File: src/rtl/bram_arbiter_pkg.sv
// bram_arbiter_pkg: shared definitions for the two-requester bram arbiter.
//   req_id_t          - requester identity (REQ_A / REQ_B), also the round-robin state
//   tag_t             - read-return tag {valid, owner} carried alongside bram latency
//   BRAM_READ_LATENCY - clock edges from sampled read address to valid bram data_out
package bram_arbiter_pkg;

    localparam int unsigned BRAM_READ_LATENCY = 2;

    typedef enum logic {
        REQ_A = 1'b0,
        REQ_B = 1'b1
    } req_id_t;

    typedef struct packed {
        logic    valid;
        req_id_t owner;
    } tag_t;

endpackage

File: src/rtl/rr_arb2.sv
// rr_arb2: two-way round-robin arbiter with its own last-grant register.
//   clk, rst     - clock, synchronous active-high reset
//   req_a, req_b - access requests
//   gnt_a, gnt_b - combinational grants; at most one high, only with its request
// After reset last grant is B, so A wins the first tie. The last-grant
// register holds through idle cycles.
module rr_arb2
    import bram_arbiter_pkg::*;
(
    input  logic clk,
    input  logic rst,
    input  logic req_a,
    input  logic req_b,
    output logic gnt_a,
    output logic gnt_b
);

    req_id_t last_grant;

    always_comb begin
        gnt_a = req_a && (!req_b || (last_grant == REQ_B));
        gnt_b = req_b && !gnt_a;
    end

    always_ff @(posedge clk) begin
        if (rst) begin
            last_grant <= REQ_B;
        end else if (gnt_a) begin
            last_grant <= REQ_A;
        end else if (gnt_b) begin
            last_grant <= REQ_B;
        end
    end

endmodule

File: src/rtl/bram_arbiter.sv
// bram_arbiter: shares one simple dual-port bram between requesters A and B.
//   clk, rst                                  - clock, synchronous active-high reset
//   a_req/a_we/a_addr/a_wdata, a_gnt          - requester A access and combinational grant
//   a_rvalid/a_rdata                          - requester A read return
//   b_*                                       - same for requester B
//   mem_en/mem_we/mem_write_address/
//   mem_read_address/mem_data_in              - registered bram drive
//   mem_data_out                              - bram read data
// One access per cycle is issued through a register stage; a tag pipeline
// of READ_LATENCY+1 stages (issue register plus bram latency) routes each
// read return to its owner.
module bram_arbiter
    import bram_arbiter_pkg::*;
#(
    parameter int unsigned DATA_WIDTH   = 32,
    parameter int unsigned ADDR_WIDTH   = 10,
    parameter int unsigned READ_LATENCY = BRAM_READ_LATENCY
) (
    input  logic                  clk,
    input  logic                  rst,

    input  logic                  a_req,
    input  logic                  a_we,
    input  logic [ADDR_WIDTH-1:0] a_addr,
    input  logic [DATA_WIDTH-1:0] a_wdata,
    output logic                  a_gnt,
    output logic                  a_rvalid,
    output logic [DATA_WIDTH-1:0] a_rdata,

    input  logic                  b_req,
    input  logic                  b_we,
    input  logic [ADDR_WIDTH-1:0] b_addr,
    input  logic [DATA_WIDTH-1:0] b_wdata,
    output logic                  b_gnt,
    output logic                  b_rvalid,
    output logic [DATA_WIDTH-1:0] b_rdata,

    output logic                  mem_en,
    output logic                  mem_we,
    output logic [ADDR_WIDTH-1:0] mem_write_address,
    output logic [ADDR_WIDTH-1:0] mem_read_address,
    output logic [DATA_WIDTH-1:0] mem_data_in,
    input  logic [DATA_WIDTH-1:0] mem_data_out
);

    logic                  gnt_any;
    logic                  sel_we;
    logic [ADDR_WIDTH-1:0] sel_addr;
    logic [DATA_WIDTH-1:0] sel_wdata;
    req_id_t               sel_owner;
    tag_t                  tag_pipe [READ_LATENCY+1];

    rr_arb2 u_arb (
        .clk   (clk),
        .rst   (rst),
        .req_a (a_req),
        .req_b (b_req),
        .gnt_a (a_gnt),
        .gnt_b (b_gnt)
    );

    always_comb begin
        gnt_any   = a_gnt || b_gnt;
        sel_we    = a_we;
        sel_addr  = a_addr;
        sel_wdata = a_wdata;
        sel_owner = REQ_A;
        if (b_gnt) begin
            sel_we    = b_we;
            sel_addr  = b_addr;
            sel_wdata = b_wdata;
            sel_owner = REQ_B;
        end
    end

    // mem_en stays high out of reset: the bram read pipeline only advances
    // while enabled, so gating it would stall in-flight reads.
    always_ff @(posedge clk) begin
        if (rst) begin
            mem_en            <= 1'b0;
            mem_we            <= 1'b0;
            mem_write_address <= '0;
            mem_read_address  <= '0;
            mem_data_in       <= '0;
            for (int unsigned i = 0; i <= READ_LATENCY; i++) begin
                tag_pipe[i] <= '0;
            end
        end else begin
            mem_en <= 1'b1;
            mem_we <= 1'b0;
            if (gnt_any) begin
                if (sel_we) begin
                    mem_we            <= 1'b1;
                    mem_write_address <= sel_addr;
                    mem_data_in       <= sel_wdata;
                end else begin
                    mem_read_address  <= sel_addr;
                end
            end
            tag_pipe[0].valid <= gnt_any && !sel_we;
            tag_pipe[0].owner <= sel_owner;
            for (int unsigned i = 1; i <= READ_LATENCY; i++) begin
                tag_pipe[i] <= tag_pipe[i-1];
            end
        end
    end

    always_comb begin
        a_rvalid = tag_pipe[READ_LATENCY].valid && (tag_pipe[READ_LATENCY].owner == REQ_A);
        b_rvalid = tag_pipe[READ_LATENCY].valid && (tag_pipe[READ_LATENCY].owner == REQ_B);
        a_rdata  = mem_data_out;
        b_rdata  = mem_data_out;
    end

endmodule

File: config.mk
export PLATFORM = sky130hd
export DESIGN_NAME = bram_arbiter
export DESIGN_NICKNAME = d
export VERILOG_FILES = /design/src/rtl/bram_arbiter_pkg.sv /design/src/rtl/rr_arb2.sv /design/src/rtl/bram_arbiter.sv
export SDC_FILE = /design/constraint.sdc
export NUM_CORES = 1
export LEC_CHECK = 0
export ABC_CLOCK_PERIOD_IN_PS = 3330
export BUFFER_PORTS_ARGS = -buffer_cell sky130_fd_sc_hd__buf_2
export CAP_MARGIN = 20
export CORE_MARGIN = 4
export CORE_UTILIZATION = 45
export CTS_CLUSTER_SIZE = 8
export DETAILED_ROUTE_END_ITERATION = 12
export PLACE_DENSITY = 0.95
export SYNTH_ARGS = -nofsm -noshare
export SYNTH_HDL_FRONTEND = slang
export SYNTH_SLANG_ARGS = --single-unit
File: constraint.sdc
create_clock -name clk -period 3.33 [get_ports clk]
set_input_delay 0.1665 -clock clk [delete_from_list [all_inputs] [get_ports clk]]
set_output_delay 0.1665 -clock clk [all_outputs]
set_load 0.005 [all_outputs]
==> results of run 1 <==
## sequential cells by signal (all words and copies together), names as in the netlist
name and count:
u_arb.last_grant 1, mem_data_in 32, mem_we 1, tag_pipe 6
mem_en 1, mem_read_address 10, mem_write_address 10
## per-layer routing
metal  vias up  part of all wire, %  GRT usage (%)
li1       1430                    -              -
met1      1486                   38           21.4
met2       189                   51           34.4
met3        23                  9.1           5.73
met4         0                  1.7           6.89
met5         -                    0              0
## layout by cell type, fill, tap and decap left out, drive strengths merged, types with 4 or more instances in the layout
| cell | instances |
|---|---|
| inv | 4 |
| clkinv | 4 |
| a221oi | 52 |
| mux2i | 10 |
| and2 | 5 |
| nor2b | 6 |
| a311oi | 32 |
| clkbuf | 10 |
| nand2 | 66 |
| a211oi | 20 |
| dfxtp | 61 |
| buf | 155 |
## cell type report
type                       count  area, um2  share of cell area, %
tap                          102        128                   3.25
inverter                       3       13.8                  0.351
clock buffer                  10        138                   3.51
sequential                    61       1220                   31.1
timing repair buffer         155        796                   20.3
clock inverter                 6       47.5                   1.21
multi-input combinational    197       1580                   40.3
## worst reg2reg max path, stage by stage (launching register included)
cell	delay (ps)
dfxtp_1	330
a21bo_2	220
inv_4	320
buf_4	500
a22o_1	480
a211oi_1	130
## synthesized netlist by cell type (all sizes together) (2+ instances only)
library cell / n
a311oi: 32
mux2i: 10
dfxtp: 61
inv: 3
a211oi: 20
clkbuf: 26
and2: 5
a221oi: 52
nand2: 66
buf: 82
a22o: 2
nor2b: 6
## where the power goes
part	switching (W)	leakage, nW	internal, W	total [W]
combinational	0.000229	1.13	0.000192	0.000421
clock	0.000313	0.0928	0.000295	0.000608
sequential	0.0000340	0.505	0.000794	0.000828
total	0.000576	1.72	0.00128	0.00186
## final timing paths
kind	endpoint	slack [ps]
worst max register to register	mem_read_address[0]$_SDFFE_PP0P_	1230
worst max-delay path	mem_read_address[0]$_SDFFE_PP0P_	1230
worst min-delay path	u_arb.last_grant$_SDFFE_PP1P_	90
worst min register to register	tag_pipe[0][5]$_SDFF_PP0_	440
## cells by family after synthesis
group           Yosys count
flops                    61
buf+inv                 111
mux                      10
simple gates             79
compound gates          108
## through the flow
step,area (um2),setup WS [ps]
floorplan,3520,1920
global placement,3740,1340
detailed placement,3740,1260
CTS,3930,1270
global route,3930,1110
finish,3930,1230
==> results.ini, run 1 <==
[worst_setup_path]
cp-startpoint=u_arb.last_grant$_SDFFE_PP1P_
path_buf_inv=2
worstPathArrival_ps=2310
crit_cells=5
cp.required_ps=3530
end_kind=register
reg2regPathDepth=5
critPathLaunchType=register
crit_slowest_cell=buf_4
crit_type=register to register
cp_max_fo=45
critical_path.top_delay_family=compound AO/OA/AOI/OAI gates
rr_startpoint=u_arb.last_grant$_SDFFE_PP1P_
slowest_delay_ps=490
cp_cell_sequence=a21bo_2 > inv_4 > buf_4 > a22o_1 > a211oi_1

[clock_network]
postCtsSetupBuffers=0
ctsResizeCount=0
clock-root-buffer=clkbuf_8
clk_pin_slew_ps=80
htree_levels=3
holdBufCountCts=0
cts_tree=built
cts-buffers-inserted=9
clock_latency_ps=340
clock_path_buffers=2
cts.sinks=61

[global_route]
antenna_found_initial=0
grt_max_degree=55
grt_pass1_vias=2908
grt_remaining_overflow=0
grt_pass1_wl_um=13900
grt_use_total_pct=19.2

[synth]
synth_edf_count=0
synthArstFlopShare_pct=0
syn_inst=369
synth_area_leaders=dfxtp_1, buf_4, a221oi_1, a311oi_2, nand2_1
ys.flop_type=dfxtp_1
synth_cell_types=21
synth.mux.area_fraction_pct=2.84
ys_ff_latch=61
syn_area_per_cell_um2=9.55
yosys.area.top_type=dfxtp_1
syn-num-nets=491
synth_top_family_by_area=compound AO/OA/AOI/OAI gates
synth_xor_area_share_pct=0
synth-simple-area-share_pct=9.27
synth-compound-area-share_pct=32.6
yosysWarnings=0
synthAdderAreaFrac_pct=0
yosysSeqAreaShare_pct=34.6
synthesis.area_mm2=0.00352
yosys.area.top_type_share_pct=34.6

[sta]
worst_pin_slew_ps=796
fmax_mhz=476
rsz0062_at_grt=no
fin_crit_ps=2100
period_share_pct=63.1
relSlewSlack_pct=46.9
slew_viol_final=0
finalSetupTns_ps=0
fin_worst_skew_ps=11.2
hold-worst-slack_ps=93.3
hold_viol=0
setup_viol=0

[routing]
via_per_inst=5.86
num_vias=3128
firstDrtPassIters=4
drc=0
drtAntennaViolNets=0
totalWireLength_um=9420
drt_iter0_drc=131
wl_per_cell_um=17.6

[placement]
place_congestion=0.794
dp.cells=518
hpwlAfterDp_um=6420
io_buffers=147

[cells_and_area]
syn2layout_area_growth_pct=11.4
insertedDiodeCount=0
fillers=716
drive_gt1_share_pct=49.8
final_util_pct=51.1
fin_cells=534
layout.nets=549

[floorplan]
die_w_um=96.5
pin_count=244
die_h_um=96.5
core-area_mm2=0.00769
num_rows=32
dieArea_mm2=0.00931
start_util_pct=45.8

[power]
peakVddDrop_uv=232
power_w=0.00186
power_density_mw_per_mm2=473
p_leak_nw=1.72

[flow_run]
drv_cap=0

[worst_hold_path]
min_from=b_req
hold_class=input pin to register
hold_depth=3

[run_status]
run_status=completed

(Power assumes the default switching activity.)
==> inputs of run 2 (changes only) <==
Settings changed: ABC_CLOCK_PERIOD_IN_PS 3330 to 2100, CORE_UTILIZATION 45 to 42, PLACE_DENSITY 0.95 to 0.91.
Clock period 3.33 ns to 2.1 ns, I/O delays scaled along.
==> run 2 against run 1 <==
  * Design area rose by 2.9%
  * Fmax rose by 23%
  * Sequential power rose by 58%
  * First-iteration DRC count fell by 5.3%
  * Cell count rose by 1.1%
  * Register-to-register slack got worse by 830 ps
  * Wire length fell by 1.3%
  * Count of clock-buffer cells in the layout fell by 1
  * Critical path type unchanged
  * Critical endpoint is now mem_data_in[3]$_SDFFE_PP0P_
  * Largest cell class unchanged
==> results.ini, run 2 (same netlist as run 1, synthesis figures left out) <==
[worst_hold_path]
hold_class=input pin to register

[cells_and_area]
reg_top3=mem_data_in (32), mem_read_address (10), mem_write_address (10)
fin_cells=540  ; +1.1%
syn2layout_area_growth_pct=14.6
final_cell_mix=buf_2, nand2_1, dfxtp_1
drive_gt1_share_pct=50.1  ; +0.35 points
layout.nets=552  ; +0.55%
fin_area_mm2=0.00404  ; +2.9%
largest_reg_flops=32  ; unchanged
largest-register=mem_data_in
insertedDiodeCount=0  ; unchanged
final_common_cell=buf_2

[floorplan]
pin_count=244  ; unchanged
start_util_pct=43.1  ; -2.7 points
num_rows=33  ; +3.1%
dieArea_mm2=0.00992  ; +6.5%
die_w_um=99.6  ; +3.2%
die_h_um=99.6  ; +3.2%
core-area_mm2=0.00818  ; +6.3%

[routing]
drtAntennaViolNets=0  ; unchanged
via_per_inst=5.69  ; -2.8%
drt_iter0_drc=124  ; -5.3%
top_layer_used=met4
drc=0  ; unchanged
totalWireLength_um=9290  ; -1.3%
wl_per_cell_um=17.2  ; -2.4%
num_vias=3074  ; -1.7%
routedLengthMet1_um=3590  ; about the same
wl_met3_um=837  ; -2.7%
wl_met2_um=4690  ; -2.3%
firstDrtPassIters=7  ; +3

[worst_setup_path]
cp_max_fo=43  ; -4.4%
crit_slowest_cell=buf_4
critPathLaunchType=register
path_buf_inv=2  ; unchanged
critical_path.top_delay_family=buffers and inverters
end_kind=register
crit_type=register to register
cp_cell_sequence=a21bo_2 > inv_4 > a22o_2 > buf_4 > a311oi_2
slowest_delay_ps=530  ; +40 ps
worstPathArrival_ps=1870  ; -440 ps
cp.required_ps=2270  ; -1260 ps

[clock_network]
cts.sinks=61  ; unchanged
clock-root-buffer=clkbuf_8
clock_latency_ps=330  ; about the same
clock_path_buffers=2  ; unchanged
htree_levels=3  ; unchanged
cts_tree=built
postCtsSetupBuffers=0  ; unchanged
cts-buffers-inserted=9  ; unchanged
ctsResizeCount=0  ; unchanged
holdBufCountCts=0  ; unchanged
clk_pin_slew_ps=70  ; about the same

[run_status]
run_status=completed

[global_route]
grt_remaining_overflow=0  ; unchanged
grt_pass1_wl_um=14700  ; +5.3%
antenna_found_initial=0  ; unchanged
grt_use_total_pct=18.2  ; -1.0 points
grt_max_degree=87  ; +58%
grt_pass1_vias=3057  ; +5.1%

[placement]
place_area_mm2=0.00379  ; +1.4%
dp.cells=524  ; +1.2%
io_buffers=147  ; unchanged
place_congestion=0.785  ; -1.1%
hpwlAfterDp_um=6270  ; -2.3%

[sta]
slew_viol_final=0  ; unchanged
setup_viol=0  ; unchanged
rsz0062_at_grt=no
hold_viol=0  ; unchanged
finalSetupTns_ps=0  ; unchanged
worst_pin_slew_ps=694  ; -102 ps
fin_crit_ps=1700  ; -398 ps
relSlewSlack_pct=53.7  ; +6.8 points
fmax_mhz=587  ; +23%
fin_worst_skew_ps=4.30  ; -6.93 ps
period_share_pct=81.1  ; +18 points

[power]
peakVddDrop_uv=404  ; +74%
power_density_mw_per_mm2=812  ; +72%
p_leak_nw=1.77  ; +2.7%

[flow_run]
drv_cap=0  ; unchanged

==> run 2: through the flow <==
| stage | utilization (%) | setup slack, ps | total power [W] | hold WS, ps |
|---|---|---|---|---|
| 6_report | 49.4 | 397 | 0.00328 | 43.7 |
| 5_1_grt | 49.4 | 307 | 0.00344 | 41.3 |
| 3_5_place_dp | 46.4 | 422 | 0.00202 | 210 |
| 3_3_place_gp | 46.4 | 477 | 0.00199 | 210 |
| 2_1_floorplan | - | 689 | 0.00187 | 238 |
| 4_1_cts | 49.4 | 397 | 0.00331 | 26.2 |
==> run 2: final timing paths <==
| check | startpoint | endpoint | slack (ps) | cells after the start |
|---|---|---|---|---|
| worst min register to register | tag_pipe[0][0]$_SDFF_PP0_ | tag_pipe[0][2]$_SDFF_PP0_ | 440 | 1 |
| worst min-delay path | a_wdata[28] | mem_data_in[28]$_SDFFE_PP0P_ | 40 | 3 |
| worst max-delay path | u_arb.last_grant$_SDFFE_PP1P_ | mem_data_in[3]$_SDFFE_PP0P_ | 400 | 5 |
| worst max register to register | u_arb.last_grant$_SDFFE_PP1P_ | mem_data_in[3]$_SDFFE_PP0P_ | 400 | 5 |
==> run 2: final cells by class <==
type | count | area, um2
multi-input cells | 197 | 1580
flip-flops and latches | 61 | 1220
clock buffers | 9 | 124
repair buffers | 158 | 843
well taps | 105 | 131
fillers | 778 | 4140
inverters | 3 | 13.8
clock inverters | 7 | 123
==> run 2: worst reg2reg max path, cell delays in order (launching register included) <==
cell,delay [ps]
dfxtp_1,330
a21bo_2,220
inv_4,70
a22o_2,130
buf_4,530
a311oi_2,260
==> run 2: power breakdown <==
group / leakage (nW) / switching (W) / internal (W)
Clock: 0.116 / 0.000494 / 0.000794
Combinational: 1.15 / 0.000363 / 0.000314
Sequential: 0.505 / 0.0000533 / 0.00126
==> run 2: per-layer routing <==
metal	vias to the layer above	global-route usage [%]
li1	1438	-
met1	1454	21.5
met2	156	30.3
met3	26	5.68
met4	0	7.77
met5	-	0
==> inputs of run 3 (changes only) <==
Settings changed: ABC_CLOCK_PERIOD_IN_PS 2100 to 1700.
Clock period 2.1 ns to 1.7 ns, I/O delays scaled along.
==> run 3 against run 2 <==
  * Clock power hardly changed
  * Critical endpoint is now a_gnt
  * Combinational power grew 27%
  * Wire length grew 2.3%
  * First-iteration DRC count rose by 24%
  * Sequential share of layout area unchanged
  * Via count grew 1.4%
==> results.ini, run 3 (same netlist as run 1, synthesis figures left out) <==
[cells_and_area]
final_cell_mix=buf_2, nand2_1, dfxtp_1
largest-register=mem_data_in
insertedDiodeCount=0  ; unchanged
reg_top3=mem_data_in (32), mem_read_address (10), mem_write_address (10)
syn2layout_area_growth_pct=14.6  ; unchanged
fillers=772  ; -0.77%
layout.nets=558  ; +1.1%
final_util_pct=49.4  ; unchanged
largest_reg_flops=32  ; unchanged
drive_gt1_share_pct=51.0  ; +0.91 points
final_common_cell=buf_2

[clock_network]
clock_latency_ps=330  ; about the same
cts.sinks=61  ; unchanged
clock_path_buffers=2  ; unchanged
cts-buffers-inserted=9  ; unchanged
clk_pin_slew_ps=80  ; about the same
cts_tree=built
htree_levels=3  ; unchanged
clock-root-buffer=clkbuf_8
holdBufCountCts=0  ; unchanged

[power]
peakVddDrop_uv=397  ; -1.7%
power_density_mw_per_mm2=935  ; +15%
power_w=0.00378  ; +15%
p_leak_nw=1.78  ; +0.44%

[floorplan]
start_util_pct=43.1  ; unchanged
die_w_um=99.6  ; unchanged
num_rows=33  ; unchanged
dieArea_mm2=0.00992  ; unchanged
pin_count=244  ; unchanged
core-area_mm2=0.00818  ; unchanged
die_h_um=99.6  ; unchanged

[sta]
hold_viol=0  ; unchanged
fin_worst_skew_ps=8.56  ; +4.25 ps
postLayoutSetupSlackWorst_ps=148  ; -249 ps
slew_viol_final=0  ; unchanged
rsz0062_at_grt=no
fmax_mhz=644
fin_crit_ps=1550
relSlewSlack_pct=73.8  ; +20 points
worst_pin_slew_ps=393  ; -301 ps
finalSetupTns_ps=0  ; unchanged
setup_viol=0  ; unchanged
period_share_pct=91.3

[flow_run]
drv_cap=0  ; unchanged

[worst_setup_path]
cp-startpoint=u_arb.last_grant$_SDFFE_PP1P_
worstPathArrival_ps=1470  ; -400 ps
crit_slowest_cell=dfxtp_1
rr_startpoint=u_arb.last_grant$_SDFFE_PP1P_
end_kind=primary output
cp_max_fo=27  ; -37%
cp.required_ps=1620  ; -650 ps
crit_type=register to primary output
slowest_delay_ps=380  ; -150 ps
cp_cell_sequence=nand2b_2 > buf_4 > and2_1 > buf_2
critPathLaunchType=register

[routing]
drt_iter0_drc=154  ; +24%
drtAntennaViolNets=0  ; unchanged
wl_per_cell_um=17.4  ; +1.1%
num_vias=3117  ; +1.4%
firstDrtPassIters=4  ; -3
totalWireLength_um=9500  ; +2.3%
drc=0  ; unchanged
via_per_inst=5.71  ; +0.28%

[placement]
hpwlAfterDp_um=6970  ; +11%
place_ws_ps=149  ; -274 ps
place_congestion=0.816  ; +3.9%
io_buffers=147  ; unchanged

[global_route]
grt_remaining_overflow=0  ; unchanged
antenna_found_initial=0  ; unchanged
grt_pass1_vias=3003  ; -1.8%
grt_use_total_pct=18.6  ; +0.50 points
grt_pass1_wl_um=15100  ; +2.7%
grt_max_degree=52  ; -40%

[worst_hold_path]
hold_class=input pin to register
min_from=b_req

[run_status]
run_status=completed

## run 3: cell types whose count changed in the layout (fill, tap and decap cells not counted), sizes merged
cell,delta
buf,+6
bufinv,-2
clkbuf,+1
clkinv,+1
clkinvlp,+1
inv,-1
## run 3: worst max-delay path: cells and delay by family (launching register included)
kind / cells / cell delay (ps)
buffers and inverters: 2 / 400
AND/OR/NAND/NOR: 2 / 350
flip-flops: 1 / 380
## run 3: where the power goes
part           switching (W)  internal (W)  total (W)
clock network       0.000586      0.000711    0.00130
registers          0.0000661       0.00156    0.00162
logic               0.000458      0.000400   0.000858
## run 3: worst paths after layout
check	end	slack (ps)	depth (start not counted)
worst min-delay path	u_arb.last_grant$_SDFFE_PP1P_	20	3
worst max register to register	mem_read_address[7]$_SDFFE_PP0P_	170	5
worst max-delay path	a_gnt	150	4
worst min register to register	tag_pipe[0][5]$_SDFF_PP0_	440	1
## run 3: final cells by class
type,instances,area [um2],share of cell area (%)
clock inverter,6,62.6,1.55
sequential,61,1220,30.2
tap,105,131,3.25
clock buffer,10,138,3.41
timing repair buffer,164,888,22.0
multi-input combinational,197,1580,39.2
inverter,3,13.8,0.341
## run 3: per-layer routing
metal | vias to the layer above | GRT usage, % | share of wire, %
met1 | 1503 | 23.0 | 39
met4 | 0 | 6.93 | 1.4
met5 | - | 0 | 0
met2 | 147 | 31.0 | 50
li1 | 1445 | - | -
met3 | 22 | 5.19 | 9.0
## run 3: metrics by stage
stage	hold slack, ps	cells	cell area (um2)
global route	26.3	546	4040
detailed placement	170	530	3840
floorplan	218	369	3520
global placement	170	530	3840
finish	22.4	546	4040
CTS	4.64	546	4040
## run 3: what timing repair did
item,in CTS,in global routing
setup buffers,0,0
setup endpoints to repair,0,2
gates resized for setup,0,1
hold endpoints to repair,0,0
